$ cat config.mk
export PLATFORM = sky130hd
export DESIGN_NAME = mem_seq_engine
export DESIGN_NICKNAME = d
export VERILOG_FILES = /design/src/rtl/mem_seq_engine.sv
export SDC_FILE = /design/constraint.sdc
export NUM_CORES = 1
export LEC_CHECK = 0
export ABC_AREA = 1
export CORE_MARGIN = 1
export CORE_UTILIZATION = 55
export CTS_BUF_LIST = sky130_fd_sc_hd__clkbuf_16
export DETAILED_ROUTE_END_ITERATION = 8
export PLACE_DENSITY_LB_ADDON = 0.08
export SETUP_SLACK_MARGIN = 0.15
export SLEW_MARGIN = 10
export SYNTH_ARGS = -nofsm -noshare
export SYNTH_HDL_FRONTEND = slang
export SYNTH_SLANG_ARGS = --single-unit
$ cat constraint.sdc
create_clock -name clk -period 5.3 [get_ports clk]
set_clock_uncertainty 0.15 [all_clocks]
set_input_delay 1.06 -clock clk [delete_from_list [all_inputs] [get_ports clk]]
set_output_delay 1.06 -clock clk [all_outputs]
set_load 0.05 [all_outputs]
$ cat src/rtl/mem_seq_engine.sv
// mem_seq_engine: fill / copy / check sequencer on the
// shared single-port memory request bus.
module mem_seq_engine #(
  parameter int MEM_AW = 16,
  parameter int MEM_DW = 32,
  parameter int CNT_W  = 16,
  parameter int ERR_W  = 8
) (
  input  logic              clk,
  input  logic              rst_n,
  input  logic              go,
  input  logic              abort,
  input  logic [1:0]        mode,
  input  logic [MEM_AW-1:0] src_base,
  input  logic [MEM_AW-1:0] dst_base,
  input  logic [MEM_AW-1:0] src_stride,
  input  logic [MEM_AW-1:0] dst_stride,
  input  logic [CNT_W-1:0]  count,
  input  logic [MEM_DW-1:0] pattern,
  output logic              mem_req,
  output logic              mem_write,
  output logic [MEM_AW-1:0] mem_addr,
  output logic [MEM_DW-1:0] mem_wdata,
  input  logic              mem_gnt,
  input  logic              mem_rdata_vld,
  input  logic [MEM_DW-1:0] mem_rdata,
  output logic              busy,
  output logic              ret,
  output logic [ERR_W-1:0]  err_cnt,
  output logic [MEM_AW-1:0] first_err_addr
);

  localparam logic [1:0] FILL_INV = 2'd1;
  localparam logic [1:0] COPY     = 2'd2;
  localparam logic [1:0] CHECK    = 2'd3;

  typedef enum logic [2:0] {
    IDLE, RD, RWAIT, WR, DONE
  } state_t;

  state_t state, state_nx;

  logic [1:0]        mode_q;
  logic [MEM_AW-1:0] ss_q, ds_q;
  logic [CNT_W-1:0]  cnt_q, k;
  logic [MEM_AW-1:0] src_acc, dst_acc;
  logic [MEM_DW-1:0] patk;

  logic              last, advance, rsp;
  logic [MEM_AW-1:0] src_nx, dst_nx;
  logic [MEM_DW-1:0] patk_nx;

  function automatic logic [MEM_DW-1:0] fill_val(
    input logic [1:0]        m,
    input logic [MEM_DW-1:0] d
  );
    return (m == FILL_INV) ? ~d : d;
  endfunction

  assign last    = (k == cnt_q - 1'b1);
  assign src_nx  = src_acc + ss_q;
  assign dst_nx  = dst_acc + ds_q;
  assign patk_nx = patk + 1'b1;
  assign rsp     = (state == RWAIT) && mem_rdata_vld;
  assign advance = ((state == WR) && mem_gnt) ||
                   (rsp && (mode_q == CHECK));

  // state register
  always_ff @(posedge clk or negedge rst_n) begin
    if (!rst_n) state <= IDLE;
    else        state <= state_nx;
  end

  // next-state decode; abort wins over grant and read data
  always_comb begin
    state_nx = state;
    if (abort && (state != IDLE)) begin
      state_nx = IDLE;
    end else begin
      unique case (state)
        IDLE: if (go) begin
          if (count == '0)  state_nx = DONE;
          else if (mode[1]) state_nx = RD;
          else              state_nx = WR;
        end
        WR: if (mem_gnt) begin
          if (last)                 state_nx = DONE;
          else if (mode_q == COPY)  state_nx = RD;
          else                      state_nx = WR;
        end
        RD: if (mem_gnt) state_nx = RWAIT;
        RWAIT: if (mem_rdata_vld) begin
          if (mode_q == COPY) state_nx = WR;
          else if (last)      state_nx = DONE;
          else                state_nx = RD;
        end
        DONE:    state_nx = IDLE;
        default: state_nx = IDLE;
      endcase
    end
  end

  // handshake/status outputs straight from the state register
  always_comb begin
    mem_req = (state == RD) || (state == WR);
    busy    = (state != IDLE);
    ret     = (state == DONE);
  end

  // config latch, element accumulators and registered bus fields
  always_ff @(posedge clk or negedge rst_n) begin
    if (!rst_n) begin
      mode_q         <= '0;
      ss_q           <= '0;
      ds_q           <= '0;
      cnt_q          <= '0;
      k              <= '0;
      src_acc        <= '0;
      dst_acc        <= '0;
      patk           <= '0;
      mem_write      <= 1'b0;
      mem_addr       <= '0;
      mem_wdata      <= '0;
      err_cnt        <= '0;
      first_err_addr <= '0;
    end else if (state == IDLE) begin
      if (go) begin
        mode_q         <= mode;
        ss_q           <= src_stride;
        ds_q           <= dst_stride;
        cnt_q          <= count;
        k              <= '0;
        src_acc        <= src_base;
        dst_acc        <= dst_base;
        patk           <= pattern;
        err_cnt        <= '0;
        first_err_addr <= '0;
        if (count != '0) begin
          mem_write <= ~mode[1];
          mem_addr  <= mode[1] ? src_base : dst_base;
          if (!mode[1]) mem_wdata <= fill_val(mode, pattern);
        end
      end
    end else if (!abort) begin
      if (rsp && (mode_q == COPY)) begin
        mem_wdata <= mem_rdata;
        mem_addr  <= dst_acc;
        mem_write <= 1'b1;
      end
      if (rsp && (mode_q == CHECK) && (mem_rdata != patk)) begin
        if (err_cnt != '1)  err_cnt <= err_cnt + 1'b1;
        if (err_cnt == '0)  first_err_addr <= src_acc;
      end
      if (advance) begin
        k       <= k + 1'b1;
        src_acc <= src_nx;
        dst_acc <= dst_nx;
        patk    <= patk_nx;
        if (!last) begin
          if (!mode_q[1]) begin
            mem_addr  <= dst_nx;
            mem_wdata <= fill_val(mode_q, patk_nx);
            mem_write <= 1'b1;
          end else begin
            mem_addr  <= src_nx;
            mem_write <= 1'b0;
          end
        end
      end
    end
  end

endmodule

== Yosys cells after proc, flatten, opt, wreduce, memory -nomap -nowiden ==
Cells that the tools add are included.

* Bits in registers: 206
* Input port bits: 152
* Output and inout port bits: 76
* Logic and storage cells: 131

* $add $sub $neg: 6
* Equal/unequal tests: 19
* Muxes and demuxes: 65
* Bitwise gates (word level): 3
* Reduce and logical (&&, ||, !) cells: 24

{| class="wikitable"
|+ Operator list
! operator !! count
|-
| $mux 32 || 15
|-
| $mux 16 || 25
|-
| $not 32->32 || 2
|-
| $mux 8 || 5
|-
| $add 16x16->16 || 2
|-
| $add 32x1->32 const B || 1
|-
| $ne 32x32->1 || 1
|-
| $mux 3 || 9
|-
| $add 16x1->16 const B || 1
|-
| $eq 16x16->1 || 1
|-
| $logic_not 16->1 || 1
|-
| $reduce_and 4->1 || 4
|-
| $reduce_bool 16->1 || 1
|-
| $sub 16x1->16 const B || 1
|-
| $pmux 3 s4 || 1
|-
| $ne 3x3->1 const B || 3
|-
| $add 8x1->8 const B || 1
|-
| $logic_not 8->1 || 1
|-
| $mux 1 || 8
|-
| $ne 8x8->1 const B || 1
|-
| $reduce_bool 2->1 || 4
|-
| $eq 3x2->1 const B || 2
|-
| $logic_and 1x1->1 || 6
|-
| $reduce_and 3->1 || 2
|-
| 13 further kinds || 19
|}

== Longest topological paths before layout ==
Gate-level depths: netlist (run 1).

* Depth after elaboration: 9
* Depth in mapped cells: 19
* Mapped depth without buffers: 19

== Worst setup path after synthesis (run 1) ==
Ideal clock, no wire load.

* Path kind: reg-to-output
* Start point: register state[1]
* End point: output port ret
* Arrival: 1596 ps
* Required time: 4090 ps
* Setup slack: 2494 ps
* Cell stages (with the launch flop): 2
* Path through: dfrtp_1 -> nor3b_1

* Word-level cells in the longest chain between the ends: 1

{| class="wikitable"
|+ Ends and longest elaborated chain
! item !! line !! source
|-
| from (decl) || 41 || <nowiki>state_t state, state_nx;</nowiki>
|-
| from (signal assigned) || 71 || <nowiki>else state <= state_nx;</nowiki>
|-
| $eq 3x3->1 || 107 || <nowiki>ret = (state == DONE);</nowiki>
|-
| to (decl) || 28 || <nowiki>output logic ret,</nowiki>
|}

Every way passes these cells.

== Worst setup path after layout (run 1) ==
* Start point: register state[1]
* End point: output port busy

* Word-level cells in the longest chain between the ends: 1

{| class="wikitable"
|+ Ends and longest elaborated chain
! item !! line !! source
|-
| $reduce_bool 3->1 || 106 || <nowiki>busy = (state != IDLE);</nowiki>
|-
| to (decl) || 27 || <nowiki>output logic busy,</nowiki>
|}

Every way passes these cells.

==> metrics.md, run 1 <==
| Metric | Value |
|---|---|
| Post-CTS sizing | 0 |
| Worst IR Drop VDD | 0.000421 V |
| Required time worst endpoint | 4.09 ns |
| Design Area, Final | 18300 sq um |
| Filler Cell Count | 2352 |
| Cell taking the most area after synthesis | dfrtp_1 |
| Cell depth of the worst hold path | 2 |
| Yosys warnings | 0 |
| Post-synthesis sequential area ratio | 34.3% |
| Core Area | 26900 sq um |
| Die height | 167 um |
| Setup ws final | 1.64 ns |
| Ys flop type | dfrtp_1 |
| Yosys top cell area share | 34.3% |
| Antenna fix cells | 0 |
| GPL Wtd Cong | 0.956 |
| First-pass GRT wire length | 80.2 mm |
| Area of the multi-input gates | 8630 sq um |
| Pleak | 8.79 nW |
| Worst hold start | ds_q[8] |
| Crit path max-delay family | buffers and inverters |
| Worst slew margin | 21.0% |
| CP endpoint kind | output pin |
| Row cnt | 60 |
| Synth area leaders | dfrtp_1, nand2_1, nand3_1, inv_1, o21ai_0 |
| Final Hold Vio Count | 0 |
| Tmin final | 3.66 ns |
| Fin crit share | 69.1% |
| Startpoint types | register |
| Count leader, synth | nand2_1 |
| Post-synth EDFFs | 0 |
| Worst-Margin Slew | 1.18 ns |
| TritonCTS clock tree | done |
| Worst endpoint data arrival time | 2.45 ns |
| Post-place setup slack | 1.21 ns |
| H-tree Lvls | 1 |
| Clk buf depth | 3 |
| Area after DPL | 17500 sq um |
| Max_cap viols | 0 |
| Netlist cell types | 52 |
| Mapped Area | 15000 sq um |
| Setup repair bufs after CTS | 0 |
| Post-DRT Antenna Nets | 0 |
| Die ar. | 28000 sq um |
| CP Max Fanout | 29 |
| Final TNS setup | 0 ns |
| TritonCTS Buffers | 26 |
| Hold Path Sink | ds_q[8] |
| Clk slew on worst S/H paths | 0.05 ns |
| Layout cells sized above 1 | 4.39% |
| Vias in the first global route | 15.3k |
| Worst setup path category | reg2out |
| Max Freq | 0.273 GHz |
| Syn Area/Cell | 6.76 sq um |
| Post-synthesis net count | 2413 |
| Fin. max-slew vios | 0 |
| Async set-reset flop share out of synthesis | 100% |
| CP max-delay cell | clkdlybuf4s50_1 |
| Critical Path Max Stage Delay | 0.92 ns |
| RSZ-0062 raised after global routing | false |
| Status | finished clean |
| Path depth of the worst reg2reg path | 14 |
| Crit path buffers/inverters | 2 |
| 1st-iter DRT viols | 1588 |
| Storage cell area | 5150 sq um |
| Die Width | 167 um |
| Synth-to-layout area growth | 21.5% |
| Reg-to-Reg Start | cnt_q[0] |
| Vias | 16.0k |
| Synth Register Bits | 206 |
| Min-Delay Path Class | reg2reg |
| Mean routed wirelength per cell | 18.3 um |
| IO Pins | 228 |
| Starting Density | 56.0% |
| Overflow after GRT | 0 |
| Post-route DRC | 0 |
| Clock latency on the worst-skew pair | 0.54 ns |
| Top post-synthesis cells by count | nand2_1, inv_1, dfrtp_1, nor2_1, nand3_1 |
| Net count, final | 2585 |
| Largest net degree at the start of global routing | 87 |
| GRT Total Usage | 35.6% |
| First-pass detailed-route iteration total | 7 |
| Via density per instance | 5.83 |
| Critical path, cell by cell | nor3_4 -> inv_2 -> clkdlybuf4s50_1 |
| Pwr dens | 679 nW/um^2 |
| Post-DP HPWL | 35.9 mm |
| Root Buffer | clkbuf_16 |
| DRT Wirelength | 50.2 mm |
| # port buffers | 227 |
| Clk sink count | 206 |
| R2R Path End | mem_wdata[1] |
| CTS Hold Bufs | 0 |
| Initial antenna violation count | 0 |
| Setup violation total in the final timing report | 0 |
| R2R setup slack | 1.67 ns |
| Synthesized instance count | 2224 |
power by group:
group / switching [mW] / leakage (nW) / internal (mW)
sequential: 0.790 / 2.51 / 2.28
combinational: 5.07 / 5.87 / 2.62
clock: 0.684 / 0.410 / 0.955
kinds of logic after synthesis:
group | synth area share, %
buffers and inverters | 8.49
AOI/OAI and AO/OA | 15.1
xor gates and xnor gates | 5.36
muxes | 0.200
DFF | 34.3
adders and majority gates | 3.18
and+or+nand+nor | 33.4
worst reg2reg max path: cells and delay by family (launching register included):
| family | cells | cell delay [ns] |
|---|---|---|
| flops | 1 | 0.42 |
| fa+ha+maj | 1 | 0.22 |
| simple gates | 10 | 2.29 |
| buf+inv | 1 | 0.13 |
| compound gates | 1 | 0.09 |
| xor+xnor | 1 | 0.22 |
how the worst max path moves through the flow:
stage                  start            end  slack (ns)  cells past startpoint
floorplan           state[1]            ret        2.49                      1
global placement    count[5]  mem_wdata[17]        1.26                     11
detailed placement  count[8]  mem_wdata[15]        1.21                     13
CTS                 state[1]           busy        1.66                      3
global route        count[5]  mem_wdata[17]        1.41                     11
finish              state[1]           busy        1.64                      3
stage by stage:
stage | util [%] | instances | total power, mW | hold slack [ns]
after floorplan | - | 2224 | 8.37 | 0.298
after detailed placement | 65.0 | 2708 | 10.6 | 0.315
final | 68.0 | 2753 | 12.4 | 0.329
after global routing | 68.0 | 2753 | 13.3 | 0.360
after CTS | 67.9 | 2752 | 12.3 | 0.332
after global placement | 65.0 | 2708 | 10.4 | 0.315
cell usage in the layout (no fill, tap or decap), types with 7 or more instances in the layout:
cell | netlist | routed
nand2_1 | 668 | 668
inv_2 | 12 | 12
nor3_1 | 29 | 29
xor2_1 | 50 | 50
a22oi_1 | 41 | 41
or2_2 | 14 | 14
nor2_1 | 188 | 186
nand3b_1 | 8 | 8
dfrtp_1 | 206 | 206
o21ai_1 | 8 | 8
a221oi_1 | 17 | 17
buf_4 | 3 | 19
a21boi_1 | 30 | 30
o21ai_0 | 159 | 159
ha_1 | 35 | 35
xnor2_1 | 42 | 42
inv_1 | 213 | 221
clkbuf_16 | 0 | 27
nand3_1 | 176 | 176
a21oi_1 | 87 | 86
clkdlybuf4s50_1 | 0 | 226
nand4_1 | 60 | 60
nor2_2 | 7 | 7
state kept, by name, summed over array words and instances, names as in the netlist:
register	count
mode_q	2
mem_wdata	32
src_acc	16
dst_acc	16
first_err_addr	16
ss_q	16
mem_addr	16
err_cnt	8
mem_write	1
state	3
patk	32
cnt_q	16
k	16
ds_q	16
metal layers:
metal	wire [um]	share of wire [%]	GRT usage [%]
met4	2480	4.9	17.0
met1	20800	41	46.2
met3	3640	7.2	4.87
met5	0	0	0
met2	23300	46	58.8
final cells by class:
cell class,count,share of cell area [%]
flip-flops and latches,206,28.2
repair buffers,247,13.3
multi-input cells,1690,47.3
clock inverters,17,0.534
inverters,225,4.62
clock buffers,27,3.70
well taps,341,2.34
(Power assumes the default switching activity.)
==> inputs of run 2 (changes only) <==
==> constraint.sdc (replaced) <==
create_clock -name clk -period 3.7 [get_ports clk]
set_clock_uncertainty 0.15 [all_clocks]
set_input_delay 0.74 -clock clk [delete_from_list [all_inputs] [get_ports clk]]
set_output_delay 0.74 -clock clk [all_outputs]
set_load 0.05 [all_outputs]
==> run 2 against run 1 <==
  * Worst setup slack got worse by 1.2 ns
  * Die area unchanged
  * Sequential share of layout area decreased by 0.41 points
  * Clock power increased by 64%
  * Register-to-register slack got worse by 1.3 ns
  * Largest cell class unchanged
==> metrics.md, run 2 (synthesis gave the netlist of run 1 again) <==
| Metric | Value |
|---|---|
| Status | finished clean (unchanged) |
| Switch share | 52.1% (was 52.8%) |
| Clock latency on the worst-skew pair | 0.53 ns (was 0.54 ns) |
| GPL Wtd Cong | 1.01 (was 0.956) |
| Net count, final | 2595 (was 2585) |
| Max Freq | 0.305 GHz |
| Startpoint types | register (unchanged) |
| Worst IR Drop VDD | 0.000608 V (was 0.000421 V) |
| Die ar. | 28000 sq um (unchanged) |
| Crit path top cell by count | nand2_1 |
| CP max-delay cell | nand2_1 (was clkdlybuf4s50_1) |
| Layout cells sized above 1 | 5.11% (was 4.39%) |
| Vias | 16.2k (was 16.0k) |
| Filler Cell Count | 2307 (was 2352) |
| Path depth of the worst reg2reg path | 16 (was 14) |
| Reg-to-Reg Start | cnt_q[0] (unchanged) |
| Reg power frac | 24.1% (was 24.8%) |
| Row cnt | 60 (unchanged) |
| RSZ-0062 raised after global routing | false (unchanged) |
| Final Hold Vio Count | 0 (unchanged) |
| GRT Total Usage | 36.2% (was 35.6%) |
| Clk buf depth | 3 (unchanged) |
| Pwr dens | 984 nW/um^2 (was 679 nW/um^2) |
| TritonCTS Buffers | 26 (unchanged) |
| Via density per instance | 5.87 (was 5.83) |
| Worst setup path category | reg2reg (was reg2out) |
| Mean routed wirelength per cell | 18.5 um (was 18.3 um) |
| Worst slew margin | 23.3% (was 21.0%) |
| Worst-Margin Slew | 1.15 ns (was 1.18 ns) |
| Post-place setup slack | 0.160 ns (was 1.21 ns) |
| Post-DP HPWL | 36.6 mm (was 35.9 mm) |
| Post-CTS sizing | 0 (unchanged) |
| Overflow after GRT | 0 (unchanged) |
| Synth-to-layout area growth | 23.2% (was 21.5%) |
| First-pass detailed-route iteration total | 8 (was 7) |
| Registers with the most flip-flops | mem_wdata: 32 flops, patk: 32 flops (unchanged) |
| Sw Pwr | 9.51 mW (was 6.55 mW) |
| Most common cell after layout, fill and taps aside | nand2_1 (unchanged) |
| R2R Path End | mem_wdata[0] (was mem_wdata[1]) |
| Power share of the clock group | 14.7% (was 13.2%) |
| Worst endpoint data arrival time | 3.56 ns (was 2.45 ns) |
| Min-Delay Path Class | in2async (was reg2reg) |
| R2R setup slack | 0.42 ns (was 1.67 ns) |
| Post-route DRC | 0 (unchanged) |
| Die Width | 167 um (unchanged) |
| CP endpoint kind | register (was output pin) |
| Largest net degree at the start of global routing | 104 (was 87) |
| Setup repair bufs after CTS | 0 (unchanged) |
| Critical Path Max Stage Delay | 0.50 ns (was 0.92 ns) |
| Initial antenna violation count | 2 (was 0) |
| Setup violation total in the final timing report | 0 (unchanged) |
| Fin crit share | 88.7% |
| Commonest non-fill, non-tap cells in the layout | nand2_1, clkdlybuf4s50_1, inv_1 (unchanged) |
| Required time worst endpoint | 3.97 ns (was 4.09 ns) |
| TritonCTS clock tree | done (unchanged) |
| 1st-iter DRT viols | 1694 (was 1588) |
| Logic gate share of total power | 61.1% (was 62.0%) |
| Pleak | 8.91 nW (was 8.79 nW) |
| Final TNS setup | 0 ns (unchanged) |
| Root Buffer | clkbuf_16 (unchanged) |
| H-tree Lvls | 1 (unchanged) |
| Crit path max-delay family | simple AND/OR/NAND/NOR gates (was buffers and inverters) |
| Crit path buffers/inverters | 3 (was 2) |
| First-pass GRT wire length | 81.1 mm (was 80.2 mm) |
| DRT Wirelength | 51.1 mm (was 50.2 mm) |
| CTS Hold Bufs | 0 (unchanged) |
| Post-DRT Antenna Nets | 0 (unchanged) |
| Critical path, cell by cell | inv_2 -> ha_1 -> nand3_2 -> nor2_2 -> xor2_1 -> inv_1 -> nor2_1 -> nand2_1 -> nor2_1 -> nand2_1 -> nand2_1 -> inv_1 -> nand3_1 -> nand3_1 -> nand2_1 -> nand2_1 (was nor3_4 -> inv_2 -> clkdlybuf4s50_1) |
| Clk sink count | 206 (unchanged) |
| Power Internal | 8.74 mW (was 5.86 mW) |
| Die height | 167 um (unchanged) |
| IO Pins | 228 (unchanged) |
| CP Max Fanout | 11 (was 29) |
| Core Area | 26900 sq um (unchanged) |
| Fin. max-slew vios | 0 (unchanged) |
| Tmin final | 3.28 ns |
| Starting Density | 56.0% (unchanged) |
| Vias in the first global route | 15.4k (was 15.3k) |
| Clk slew on worst S/H paths | 0.06 ns (was 0.05 ns) |
| Max_cap viols | 0 (unchanged) |
| Setup ws final | 0.418 ns (was 1.64 ns) |
| # port buffers | 227 (unchanged) |
## run 2: layout make-up
type                       count  area, sq um  share of cell area [%]
antenna                        2         5.00                  0.0270
clock buffer                  27          676                    3.65
clock inverter                20          220                    1.19
inverter                     225          845                    4.56
timing repair buffer         257         2570                    13.9
tap                          341          427                    2.30
multi-input combinational   1690         8630                    46.6
sequential                   206         5150                    27.8
## run 2: worst register-to-register path: cells and delay by family (launching register included)
family,cells,cell delay [ns]
XOR/XNOR,1,0.21
adder cells (fa/ha/maj),1,0.21
flip-flops,1,0.42
buffers and inverters,3,0.43
AND/OR/NAND/NOR,11,1.75
## run 2: worst max path at each step
stage	start	to	slack, ns	cells past startpoint
6_report	cnt_q[0]	mem_wdata[0]	0.42	16
5_1_grt	cnt_q[0]	mem_addr[4]	0.23	16
4_1_cts	state[1]	busy	0.46	4
3_5_place_dp	mem_rdata[18]	first_err_addr[10]	0.16	12
3_3_place_gp	mem_rdata[18]	first_err_addr[9]	0.36	13
2_1_floorplan	state[1]	ret	1.21	1
## run 2: layer usage
metal,vias to the layer above,track usage [%],part of all wire [%]
met2,816,60.3,46
met4,0,17.4,5.2
met3,176,5.55,8.2
met5,-,0,0
li1,7675,-,-
met1,7580,46.2,40
## run 2: metrics by stage
stage | total power [mW] | hold WS (ns) | instance area [sq um] | cells | utilization, %
4_1_cts | 18.1 | 0.147 | 18500 | 2766 | 68.9
6_report | 18.2 | 0.0877 | 18500 | 2768 | 69.0
3_3_place_gp | 15.1 | 0.311 | 17600 | 2719 | 65.6
2_1_floorplan | 12.0 | 0.294 | 15000 | 2224 | -
3_5_place_dp | 15.3 | 0.320 | 17600 | 2719 | 65.6
5_1_grt | 19.6 | 0.162 | 18500 | 2768 | 69.0
## run 2: power groups by stage
stage	clock, mW	combinational [mW]	sequential (mW)
after detailed placement	0	11.0	4.37
after global routing	2.79	12.3	4.50
after floorplan	0	6.81	5.18
after CTS	2.71	11.0	4.36
final	2.69	11.2	4.40
after global placement	0	10.7	4.37
==> inputs of run 3 (changes only) <==
--- a/config.mk
+++ b/config.mk
@@ -10,6 +10,7 @@
 export CORE_UTILIZATION = 55
 export CTS_BUF_LIST = sky130_fd_sc_hd__clkbuf_16
 export DETAILED_ROUTE_END_ITERATION = 8
+export GPL_TIMING_DRIVEN = 0
 export PLACE_DENSITY_LB_ADDON = 0.08
 export SETUP_SLACK_MARGIN = 0.15
 export SLEW_MARGIN = 10
==> run 3 against run 2 <==
  * Register-to-register slack got worse by 0.16 ns
  * Final area increased by 1.4%
  * Count of clock-buffer cells in the layout unchanged
  * Critical path depth decreased by 10
  * Power increased by 5.0%
  * First-iteration DRC count increased by 31%
  * Sequential share of layout area decreased by 0.37 points
  * Utilization increased by 0.94 points
  * Critical endpoint is now ds_q[1]
  * Combinational power increased by 5%
  * Highest routed layer unchanged
==> metrics.md, run 3 (synthesis gave the netlist of run 1 again) <==
| Metric | Value |
|---|---|
| Starting Density | 56.0% (unchanged) |
| Pwr Total | 19.2 mW (was 18.2 mW) |
| Worst endpoint data arrival time | 3.66 ns (was 3.56 ns) |
| Status | finished clean (unchanged) |
| Row cnt | 60 (unchanged) |
| Final core occ | 69.9% (was 69.0%) |
| Mean routed wirelength per cell | 21.0 um (was 18.5 um) |
| Layout cells sized above 1 | 4.76% (was 5.11%) |
| Root Buffer | clkbuf_16 (unchanged) |
| Die ar. | 28000 sq um (unchanged) |
| Min-Delay Path Class | reg2reg (was in2async) |
| Worst-Margin Slew | 0.965 ns (was 1.15 ns) |
| Overflow after GRT | 0 (unchanged) |
| Post-DRT Antenna Nets | 0 (unchanged) |
| Fin. max-slew vios | 0 (unchanged) |
| Worst setup path category | reg2reg (unchanged) |
| Crit path top cell by count | clkbuf_1 (was nand2_1) |
| Startpoint types | register (unchanged) |
| Worst IR Drop VDD | 0.000550 V (was 0.000608 V) |
| CP max-delay cell | clkbuf_1 (was nand2_1) |
| Net count, final | 2670 (was 2595) |
| GRT Total Usage | 42.4% (was 36.2%) |
| H-tree Lvls | 1 (unchanged) |
| Largest net degree at the start of global routing | 80 (was 104) |
| # port buffers | 226 (was 227) |
| Most common cell after layout, fill and taps aside | nand2_1 (unchanged) |
| RSZ-0062 raised after global routing | false (unchanged) |
| CP endpoint kind | register (unchanged) |
| 1st-iter DRT viols | 2225 (was 1694) |
| Clock latency on the worst-skew pair | 0.54 ns (was 0.53 ns) |
| Clk sink count | 206 (unchanged) |
| Post-place setup slack | -0.0489 ns (was 0.160 ns) |
| Crit path buffers/inverters | 3 (unchanged) |
| Worst Hold Margin | 0.334 ns (was 0.0877 ns) |
| CP Max Fanout | 10 (was 11) |
| Initial antenna violation count | 1 (was 2) |
| Required time worst endpoint | 3.92 ns (was 3.97 ns) |
| Critical Path Max Stage Delay | 0.78 ns (was 0.50 ns) |
| Die Width | 167 um (unchanged) |
| Final Hold Vio Count | 0 (unchanged) |
| Fin crit share | 93.0% (was 88.7%) |
| DRT Wirelength | 59.6 mm (was 51.1 mm) |
| Clk slew on worst S/H paths | 0.06 ns (about the same) |
| Commonest non-fill, non-tap cells in the layout | nand2_1, clkdlybuf4s50_1, inv_1 (unchanged) |
| Vias in the first global route | 16.6k (was 15.4k) |
| Tmin final | 3.44 ns (was 3.28 ns) |
| TritonCTS Buffers | 26 (unchanged) |
| Pwr dens | 1020 nW/um^2 (was 984 nW/um^2) |
| Clk buf depth | 3 (unchanged) |
| Worst slew margin | 35.7% (was 23.3%) |
| Synth-to-layout area growth | 24.9% (was 23.2%) |
| GPL Wtd Cong | 1.05 (was 1.01) |
| TritonCTS clock tree | done (unchanged) |
| Pleak | 8.98 nW (was 8.91 nW) |
| Setup repair bufs after CTS | 0 (unchanged) |
| Setup ws final | 0.260 ns (was 0.418 ns) |
| Setup violation total in the final timing report | 0 (unchanged) |
| Critical path, cell by cell | nor3_4 -> inv_2 -> nor2_1 -> clkbuf_1 -> clkbuf_1 -> o21ai_0 (was inv_2 -> ha_1 -> nand3_2 -> nor2_2 -> xor2_1 -> inv_1 -> nor2_1 -> nand2_1 -> nor2_1 -> nand2_1 -> nand2_1 -> inv_1 -> nand3_1 -> nand3_1 -> nand2_1 -> nand2_1) |
| Die height | 167 um (unchanged) |
| Via density per instance | 6.10 (was 5.87) |
| First-pass GRT wire length | 91.8 mm (was 81.1 mm) |
| Core Area | 26900 sq um (unchanged) |
| Post-route DRC | 0 (unchanged) |
| Crit path max-delay family | buffers and inverters (was simple AND/OR/NAND/NOR gates) |
| First-pass detailed-route iteration total | 7 (was 8) |
| IO Pins | 228 (unchanged) |
| Max Freq | 0.291 GHz (was 0.305 GHz) |
| Max_cap viols | 0 (unchanged) |
| Registers with the most flip-flops | mem_wdata: 32 flops, patk: 32 flops (unchanged) |
| Post-DP HPWL | 45.1 mm (was 36.6 mm) |
| Vias | 17.3k (was 16.2k) |
-- run 3: changes by cell type in the layout (fill, tap and decap cells not counted), sizes merged --
| cell | delta |
|---|---|
| buf | +6 |
| bufinv | +3 |
| clkbuf | +69 |
| clkdlybuf4s50 | -1 |
| clkinv | -2 |
| clkinvlp | +1 |
| diode | -1 |
| dlygate4sd3 | +1 |
| inv | -1 |
-- run 3: routing by layer --
layer	vias to the layer above	wire [um]	global-route usage, %
met5	-	0	0
met3	302	6300	8.23
met2	1184	26500	67.8
li1	7827	-	-
met4	0	4570	27.4
met1	8029	22300	52.7
-- run 3: repair_timing --
item	CTS	global route
gates resized for setup	2	6
setup endpoints to repair	1	19
hold buffers	1	0
hold endpoints to repair	51	0
-- run 3: cell type report --
cell class,count,area [sq um]
Antenna cell,1,2.50
Buffer,103,434
Clock buffer,27,676
Clock inverter,21,307
Fill cell,2209,8090
Inverter,225,845
Multi-Input combinational cell,1690,8620
Sequential cell,206,5150
Tap cell,341,427
Timing Repair Buffer,229,2330
-- run 3: final timing paths --
check	end	cells after the start	slack (ns)	from
worst min register to register	ss_q[6]	2	0.33	ss_q[6]
worst max register to register	ds_q[1]	6	0.26	state[0]
worst max-delay path	ds_q[1]	6	0.26	state[0]
min in group asynchronous	cnt_q[8]	2	0.55	rst_n
worst min-delay path	ss_q[6]	2	0.33	ss_q[6]
max in group asynchronous	ds_q[8]	4	1.67	rst_n
-- run 3: report_power, final --
part	switching, mW	internal [mW]	total [mW]
registers	1.09	3.27	4.36
clock network	1.09	1.88	2.97
logic	8.00	3.84	11.8
total	10.2	8.98	19.2
-- run 3: per-stage QoR --
step	cell area [sq um]	instances	setup TNS, ns
3_5_place_dp	17800	2793	-0.235
2_1_floorplan	15000	2224	0
5_1_grt	18800	2842	0
3_3_place_gp	17700	2791	-1469.09
4_1_cts	18800	2842	0
6_report	18800	2843	0
-- run 3: worst reg2reg max path: cells and delay by family (launching register included) --
family                 cells  cell delay (ns)
AND/OR/NAND/NOR            2             0.81
flip-flops                 1             0.46
buffers and inverters      3             1.61
AO/OA/AOI/OAI              1             0.24
